### config.mk
export PLATFORM = sky130hd
export DESIGN_NAME = uniform_mod_sampler
export DESIGN_NICKNAME = d
export VERILOG_FILES = /design/src/rtl/uniform_mod_sampler.sv
export SDC_FILE = /design/constraint.sdc
export NUM_CORES = 1
export LEC_CHECK = 0
export ABC_AREA = 0
export CORE_UTILIZATION = 45
export DETAILED_ROUTE_END_ITERATION = 8
export PLACE_DENSITY_LB_ADDON = 0.12
export SLEW_MARGIN = 20
export SYNTH_ARGS = -nofsm -noshare
export SYNTH_HDL_FRONTEND = slang
export SYNTH_SLANG_ARGS = --single-unit
### constraint.sdc
create_clock -name clk -period 8.54 [get_ports clk]
set_input_delay 1.708 -clock clk [delete_from_list [all_inputs] [get_ports clk]]
set_output_delay 1.708 -clock clk [all_outputs]
set_load 0.01 [all_outputs]
### src/rtl/uniform_mod_sampler.sv
`timescale 1ns/1ps
// -----------------------------------------------------------------------------
// uniform_mod_sampler
//
// Turns the free-running 64-bit random word stream of the Trivium adapter into
// coefficients uniformly distributed in [0, q) by masked rejection sampling.
// Every word yields two candidates; each is masked down to the bit length of
// (q-1) and kept only if it is below q. Accepted coefficients are queued in a
// small FIFO and handed to the NTT/memory write path over valid/ready. The
// random source cannot be stalled, so words that arrive while the FIFO is short
// of room (or once the request is satisfied) are simply dropped.
//
// Ports
//   clk           rising-edge clock
//   rst_n         asynchronous active-low reset
//   random_in     64-bit random word
//   random_valid  random_in is valid this cycle
//   start         one-cycle request pulse, honoured only when idle
//   q             modulus, captured on start (must be >= 2)
//   n_coeffs      number of coefficients to deliver, captured on start
//   coeff_out     FIFO head coefficient (0 while the FIFO is empty)
//   coeff_valid   FIFO not empty
//   coeff_ready   downstream accepts coeff_out this cycle
//   busy          a request is in progress
//   done          one-cycle pulse after the last coefficient has been popped
//   err           one-cycle pulse when a start is rejected for q < 2
// -----------------------------------------------------------------------------
module uniform_mod_sampler #(
   parameter int COEFF_W    = 32,
   parameter int CNT_W      = 16,
   parameter int FIFO_DEPTH = 4
) (
   input  logic               clk,
   input  logic               rst_n,
   input  logic [63:0]        random_in,
   input  logic               random_valid,
   input  logic               start,
   input  logic [COEFF_W-1:0] q,
   input  logic [CNT_W-1:0]   n_coeffs,
   output logic [COEFF_W-1:0] coeff_out,
   output logic               coeff_valid,
   input  logic               coeff_ready,
   output logic               busy,
   output logic               done,
   output logic               err
);

   localparam int PTR_W  = (FIFO_DEPTH > 1) ? $clog2(FIFO_DEPTH) : 1;
   localparam int CNT_FW = PTR_W + 1;

   typedef enum logic [1:0] {
      S_IDLE  = 2'd0,
      S_RUN   = 2'd1,
      S_DRAIN = 2'd2,
      S_DONE  = 2'd3
   } state_t;

   // Mask covering every bit up to and including the MSB of (qv - 1):
   // smear the top set bit downwards with doubling shifts.
   function automatic logic [COEFF_W-1:0] f_mask(input logic [COEFF_W-1:0] qv);
      logic [COEFF_W-1:0] m;
      m = qv - COEFF_W'(1);
      for (int s = 1; s < COEFF_W; s = s * 2) begin
         m = m | (m >> s);
      end
      return m;
   endfunction

   // ---------------------------------------------------------------------------
   // Registers
   // ---------------------------------------------------------------------------
   state_t             r_state;
   logic [COEFF_W-1:0] r_q;
   logic [COEFF_W-1:0] r_mask;
   logic [CNT_W-1:0]   r_remaining;
   logic               r_busy;
   logic               r_done;
   logic               r_err;

   logic [COEFF_W-1:0] r_mem [FIFO_DEPTH];
   logic [PTR_W-1:0]   r_wr_ptr;
   logic [PTR_W-1:0]   r_rd_ptr;
   logic [CNT_FW-1:0]  r_count;

   // ---------------------------------------------------------------------------
   // Candidate extraction and acceptance
   // ---------------------------------------------------------------------------
   logic [COEFF_W-1:0] w_c0;
   logic [COEFF_W-1:0] w_c1;
   logic               w_acc0;
   logic               w_acc1;
   logic [CNT_FW-1:0]  w_free;
   logic               w_consume;
   logic [1:0]         w_npush;
   logic [COEFF_W-1:0] w_slot0;
   logic [COEFF_W-1:0] w_slot1;
   logic               w_pop;
   logic [PTR_W-1:0]   w_wr_ptr1;

   assign w_c0   = random_in[COEFF_W-1:0] & r_mask;
   assign w_c1   = random_in[2*COEFF_W-1:COEFF_W] & r_mask;
   assign w_acc0 = (w_c0 < r_q);
   assign w_acc1 = (w_c1 < r_q);

   // Room is judged before this cycle's pop, so two free slots always
   // guarantee that a double push fits regardless of downstream behaviour.
   assign w_free    = CNT_FW'(FIFO_DEPTH) - r_count;
   assign w_consume = (r_state == S_RUN) && random_valid &&
                      (r_remaining != '0) && (w_free >= CNT_FW'(2));

   assign w_pop     = (r_count != '0) && coeff_ready;
   assign w_wr_ptr1 = r_wr_ptr + PTR_W'(1);

   // Lane 0 always goes first. When only lane 1 survives it takes the first
   // write slot; when one coefficient is still owed, lane 1 is discarded.
   always_comb begin
      w_npush = 2'd0;
      w_slot0 = w_c0;
      w_slot1 = w_c1;
      if (w_consume) begin
         if (w_acc0 && w_acc1) begin
            w_npush = (r_remaining == CNT_W'(1)) ? 2'd1 : 2'd2;
         end else if (w_acc0) begin
            w_npush = 2'd1;
         end else if (w_acc1) begin
            w_npush = 2'd1;
            w_slot0 = w_c1;
         end
      end
   end

   // ---------------------------------------------------------------------------
   // Control FSM
   // ---------------------------------------------------------------------------
   always_ff @(posedge clk or negedge rst_n) begin
      if (!rst_n) begin
         r_state     <= S_IDLE;
         r_q         <= '0;
         r_mask      <= '0;
         r_remaining <= '0;
         r_busy      <= 1'b0;
         r_done      <= 1'b0;
         r_err       <= 1'b0;
      end else begin
         r_done <= 1'b0;
         r_err  <= 1'b0;
         case (r_state)
            S_IDLE: begin
               if (start) begin
                  if (q < COEFF_W'(2)) begin
                     r_err <= 1'b1;
                  end else begin
                     r_q         <= q;
                     r_mask      <= f_mask(q);
                     r_remaining <= n_coeffs;
                     r_busy      <= 1'b1;
                     r_state     <= (n_coeffs == '0) ? S_DRAIN : S_RUN;
                  end
               end
            end
            S_RUN: begin
               if (w_consume) begin
                  r_remaining <= r_remaining - CNT_W'(w_npush);
                  if (r_remaining == CNT_W'(w_npush)) begin
                     r_state <= S_DRAIN;
                  end
               end
            end
            S_DRAIN: begin
               if (r_count == '0) begin
                  r_state <= S_DONE;
                  r_done  <= 1'b1;
               end
            end
            S_DONE: begin
               r_state <= S_IDLE;
               r_busy  <= 1'b0;
            end
            default: begin
               r_state <= S_IDLE;
               r_busy  <= 1'b0;
            end
         endcase
      end
   end

   // ---------------------------------------------------------------------------
   // Output FIFO: pointers and occupancy
   // ---------------------------------------------------------------------------
   always_ff @(posedge clk or negedge rst_n) begin
      if (!rst_n) begin
         r_wr_ptr <= '0;
         r_rd_ptr <= '0;
         r_count  <= '0;
      end else begin
         r_wr_ptr <= r_wr_ptr + PTR_W'(w_npush);
         if (w_pop) begin
            r_rd_ptr <= r_rd_ptr + PTR_W'(1);
         end
         r_count <= r_count + CNT_FW'(w_npush) - CNT_FW'(w_pop);
      end
   end

   // Storage is data only; emptiness is tracked by the pointers above.
   always_ff @(posedge clk) begin
      if (w_npush != 2'd0) begin
         r_mem[r_wr_ptr] <= w_slot0;
      end
      if (w_npush == 2'd2) begin
         r_mem[w_wr_ptr1] <= w_slot1;
      end
   end

   // ---------------------------------------------------------------------------
   // Outputs
   // ---------------------------------------------------------------------------
   // The head is gated by occupancy so the output reads 0 as soon as the
   // (asynchronously cleared) count says the FIFO is empty.
   assign coeff_valid = (r_count != '0);
   assign coeff_out   = coeff_valid ? r_mem[r_rd_ptr] : '0;
   assign busy        = r_busy;
   assign done        = r_done;
   assign err         = r_err;

endmodule

==> flow_metrics.env <==
export IMPL_critical_path_required_ns=8.91
export IMPL_synth_edff_count=128
export IMPL_cts_tree="yes"
export IMPL_arrival_ns=6.66
export IMPL_initialDrtViolationCount=744
export IMPL_r2r_start="r_mask[28]"
export IMPL_mostFrequentLayoutCell="clkdlybuf4s50_1"
export IMPL_coreArea_sq_mm=0.0297
export IMPL_status="complete, no violations"
export IMPL_fin_tns_setup_ns=0
export IMPL_switchingPower_mw=1.72
export IMPL_clk_pin_slew_ns=0.06
export IMPL_holdWs_ns=0.507
export IMPL_hp_class="flip-flop to flip-flop"
export IMPL_worstRegToRegCells=16
export IMPL_post_route_min_period_ns=6.30
export IMPL_p_leak_nw=6.35
export IMPL_io_pins=153
export IMPL_slew_headroom_pct=28.4
export IMPL_r2r_setup_slack_ns=3.42
export IMPL_vdd_ir_drop_max_uv=146
export IMPL_period_share_pct=73.7
export IMPL_dp_cells=1786
export IMPL_regArea_sq_mm=0.00615
export IMPL_post_synth_num_cell_types=74
export IMPL_cts_setup_buffers=0
export IMPL_drc=0
export IMPL_combPwrFrac_pct=44.0
export IMPL_io_buffers=152
export IMPL_grt_start_max_net_pins=62
export IMPL_fmax_mhz=159
export IMPL_start_util_pct=45.8
export IMPL_grt_pass1_vias=10320
export IMPL_synth_top_family_by_area="simple AND/OR/NAND/NOR gates"
export IMPL_hold_violations=0
export IMPL_avgSynthCellArea_sq_um=10.5
export IMPL_synth_top_cell_area_share_pct=28.3
export IMPL_async_reset_ff_share_pct=41.8
export IMPL_vias=10421
export IMPL_p_int_mw=2.94
export IMPL_fin_skew_ns=0.0111
export IMPL_r2r_end="r_remaining[15]"
export IMPL_crit_fanout=8
export IMPL_worst_pin_slew_ns=1.07
export IMPL_yosys_area_share_simple_pct=15.4
export IMPL_path_class="primary input to flip-flop"
export IMPL_routabilityCongestion=0.864
export IMPL_setup_viol=0
export IMPL_syn_nets=1490
export IMPL_overflow=0
export IMPL_mostFrequentLayoutCells="151 x clkdlybuf4s50_1, 138 x nand2_1, 132 x mux2i_1"
export IMPL_vias_per_cell=5.68
export IMPL_firstDrtPassIters=6
export IMPL_chipHeight_um=176
export IMPL_cts_buffers=25
export IMPL_seq_area_frac_synth_pct=45.2
export IMPL_hold_buffers=0
export IMPL_fill_cells=2615
export IMPL_drt_total_wl_um=38000
export IMPL_place_ws_ns=1.75
export IMPL_dieWidth_um=176
export IMPL_startpoint="random_in[62]"
export IMPL_synth_fa_ha_area_share_pct=7.38
export IMPL_synth_mux_area_share_pct=15.2
export IMPL_yosysTopAreaCell="edfxtp_1"
export IMPL_fin_ws_ns=2.24
export IMPL_grt_first_pass_wirelength_um=59300
export IMPL_synth_area_leaders="edfxtp_1 28%, dfrtp_1 17%, mux2i_1 9.7%"
export IMPL_place_hpwl_um=27100
export IMPL_cts_sinks=220
export IMPL_p_sw_share_pct=37.0
export IMPL_h_tree_depth=1
export IMPL_synth_compound_area_share_pct=10.1
export IMPL_rsz0062_at_grt="no"
export IMPL_synth_seq_cells=220
export IMPL_p_per_area_mw_per_mm2=284
export IMPL_cts_buffer_depth=3
export IMPL_clock_latency_ns=0.53
export IMPL_synth_xor_area_share_pct=1.35
export IMPL_syn_area_sq_mm=0.0136
export IMPL_p_clk_share_pct=22.3
export IMPL_grt_usage_pct=25.0
export IMPL_ant_nets=0
export IMPL_max_cap_violations=0
export IMPL_wl_per_cell_um=20.7
export IMPL_synth_ff_type="edfxtp_1"
export IMPL_power_frac_seq_pct=33.7
export IMPL_ctsResizeCount=0
export IMPL_final_max_slew_violation_count=0
export IMPL_cp_end_kind="flip-flop"
export IMPL_rows=63
export IMPL_antenna_found_initial=2
export IMPL_drive_gt1_share_pct=8.39
export IMPL_syn_to_final_growth_pct=20.7
export IMPL_yosysWarnings=0
export IMPL_multi_input_area_sq_mm=0.00682
export IMPL_cts_root_buf="clkbuf_16"
export IMPL_fin_cells=1836
export IMPL_nNetsFinal=1620
export IMPL_die_area_sq_mm=0.0309
export IMPL_crit_end="r_remaining[15]"
export IMPL_start_kind="primary input"
export IMPL_synth_cells=1294
[power by group through the flow]
stage | Combinational (mW) | Clock (mW) | Sequential, mW
after floorplan | 1.34 | 0 | 1.50
after detailed placement | 2.05 | 0 | 1.59
final | 2.05 | 1.04 | 1.57
after CTS | 2.06 | 1.06 | 1.57
after global placement | 2.01 | 0 | 1.58
after global routing | 2.27 | 1.10 | 1.60
[layout make-up]
cell class / count / share of cell area (%)
Multi-Input combinational cell: 888 / 41.6
Sequential cell: 220 / 37.4
Timing Repair Buffer: 171 / 10.5
Clock buffer: 30 / 3.93
Tap cell: 390 / 2.97
Inverter: 118 / 2.70
Clock inverter: 16 / 0.823
Antenna cell: 3 / 0.0457
[worst min path at each step]
stage	from	end	slack, ns	cells after the start
final	r_count[0]	r_count[0]	0.51	1
after detailed placement	r_count[0]	r_count[0]	0.49	1
after floorplan	r_count[0]	r_count[0]	0.48	1
after global routing	r_count[0]	r_count[0]	0.55	1
after CTS	r_count[0]	r_count[0]	0.51	1
after global placement	r_count[0]	r_count[0]	0.49	1
[per-stage QoR]
step | instance area, sq um | utilization (%) | total power [mW]
6_report | 16400 | 55.2 | 4.66
3_3_place_gp | 15600 | 52.4 | 3.60
3_5_place_dp | 15600 | 52.5 | 3.64
4_1_cts | 16400 | 55.1 | 4.69
5_1_grt | 16400 | 55.2 | 4.97
2_1_floorplan | 13600 | - | 2.84
[per-layer routing]
metal | global-route usage [%] | wire length (um)
met1 | 35.3 | 17200
met2 | 41.0 | 18000
met3 | 3.87 | 2310
met4 | 4.13 | 476
met5 | 0 | 0
[logic make-up (layout without fill, tap and decap cells)]
group	count (synthesis)	count (layout)
flops	220	220
other cells	0	3
fa+ha+maj	79	79
compound gates	217	217
simple gates	405	405
buf+inv	186	335
xor+xnor	21	21
mux	166	166
[synthesized netlist by cell type (9+ instances only)]
library cell / count
edfxtp_1: 128
nor2_1: 61
a31oi_1: 9
o22ai_1: 16
mux2i_1: 132
mux4_2: 32
xnor2_1: 11
dfrtp_1: 92
nor3_1: 29
or3_1: 13
nand4_1: 25
nand3_1: 16
and2_1: 34
nand2b_1: 10
nand2_1: 138
xor2_1: 10
a21oi_1: 54
ha_1: 77
inv_1: 118
clkbuf_1: 43
buf_2: 16
o21ai_0: 64
nor4_1: 18
[state kept, by name (all words and copies together) (netlist names)]
register	cells
r_state	2
r_mask	32
r_wr_ptr	2
done	1
r_mem	128
r_remaining	16
err	1
r_count	3
r_q	32
busy	1
r_rd_ptr	2
[critical path, stage by stage]
cell	delay [ns]
clkdlybuf4s50_1	0.39
nand2_1	0.17
inv_1	0.07
ha_1	0.29
nand4_1	0.20
or4_1	0.68
a2111oi_0	0.79
nor3_1	0.17
nand4_1	0.56
ha_1	0.38
nand2b_1	0.11
nand4b_1	0.22
nor3_1	0.31
nor3b_1	0.31
nand4_1	0.13
o21ai_0	0.09
a21oi_1	0.08
(Power assumes the default switching activity.)
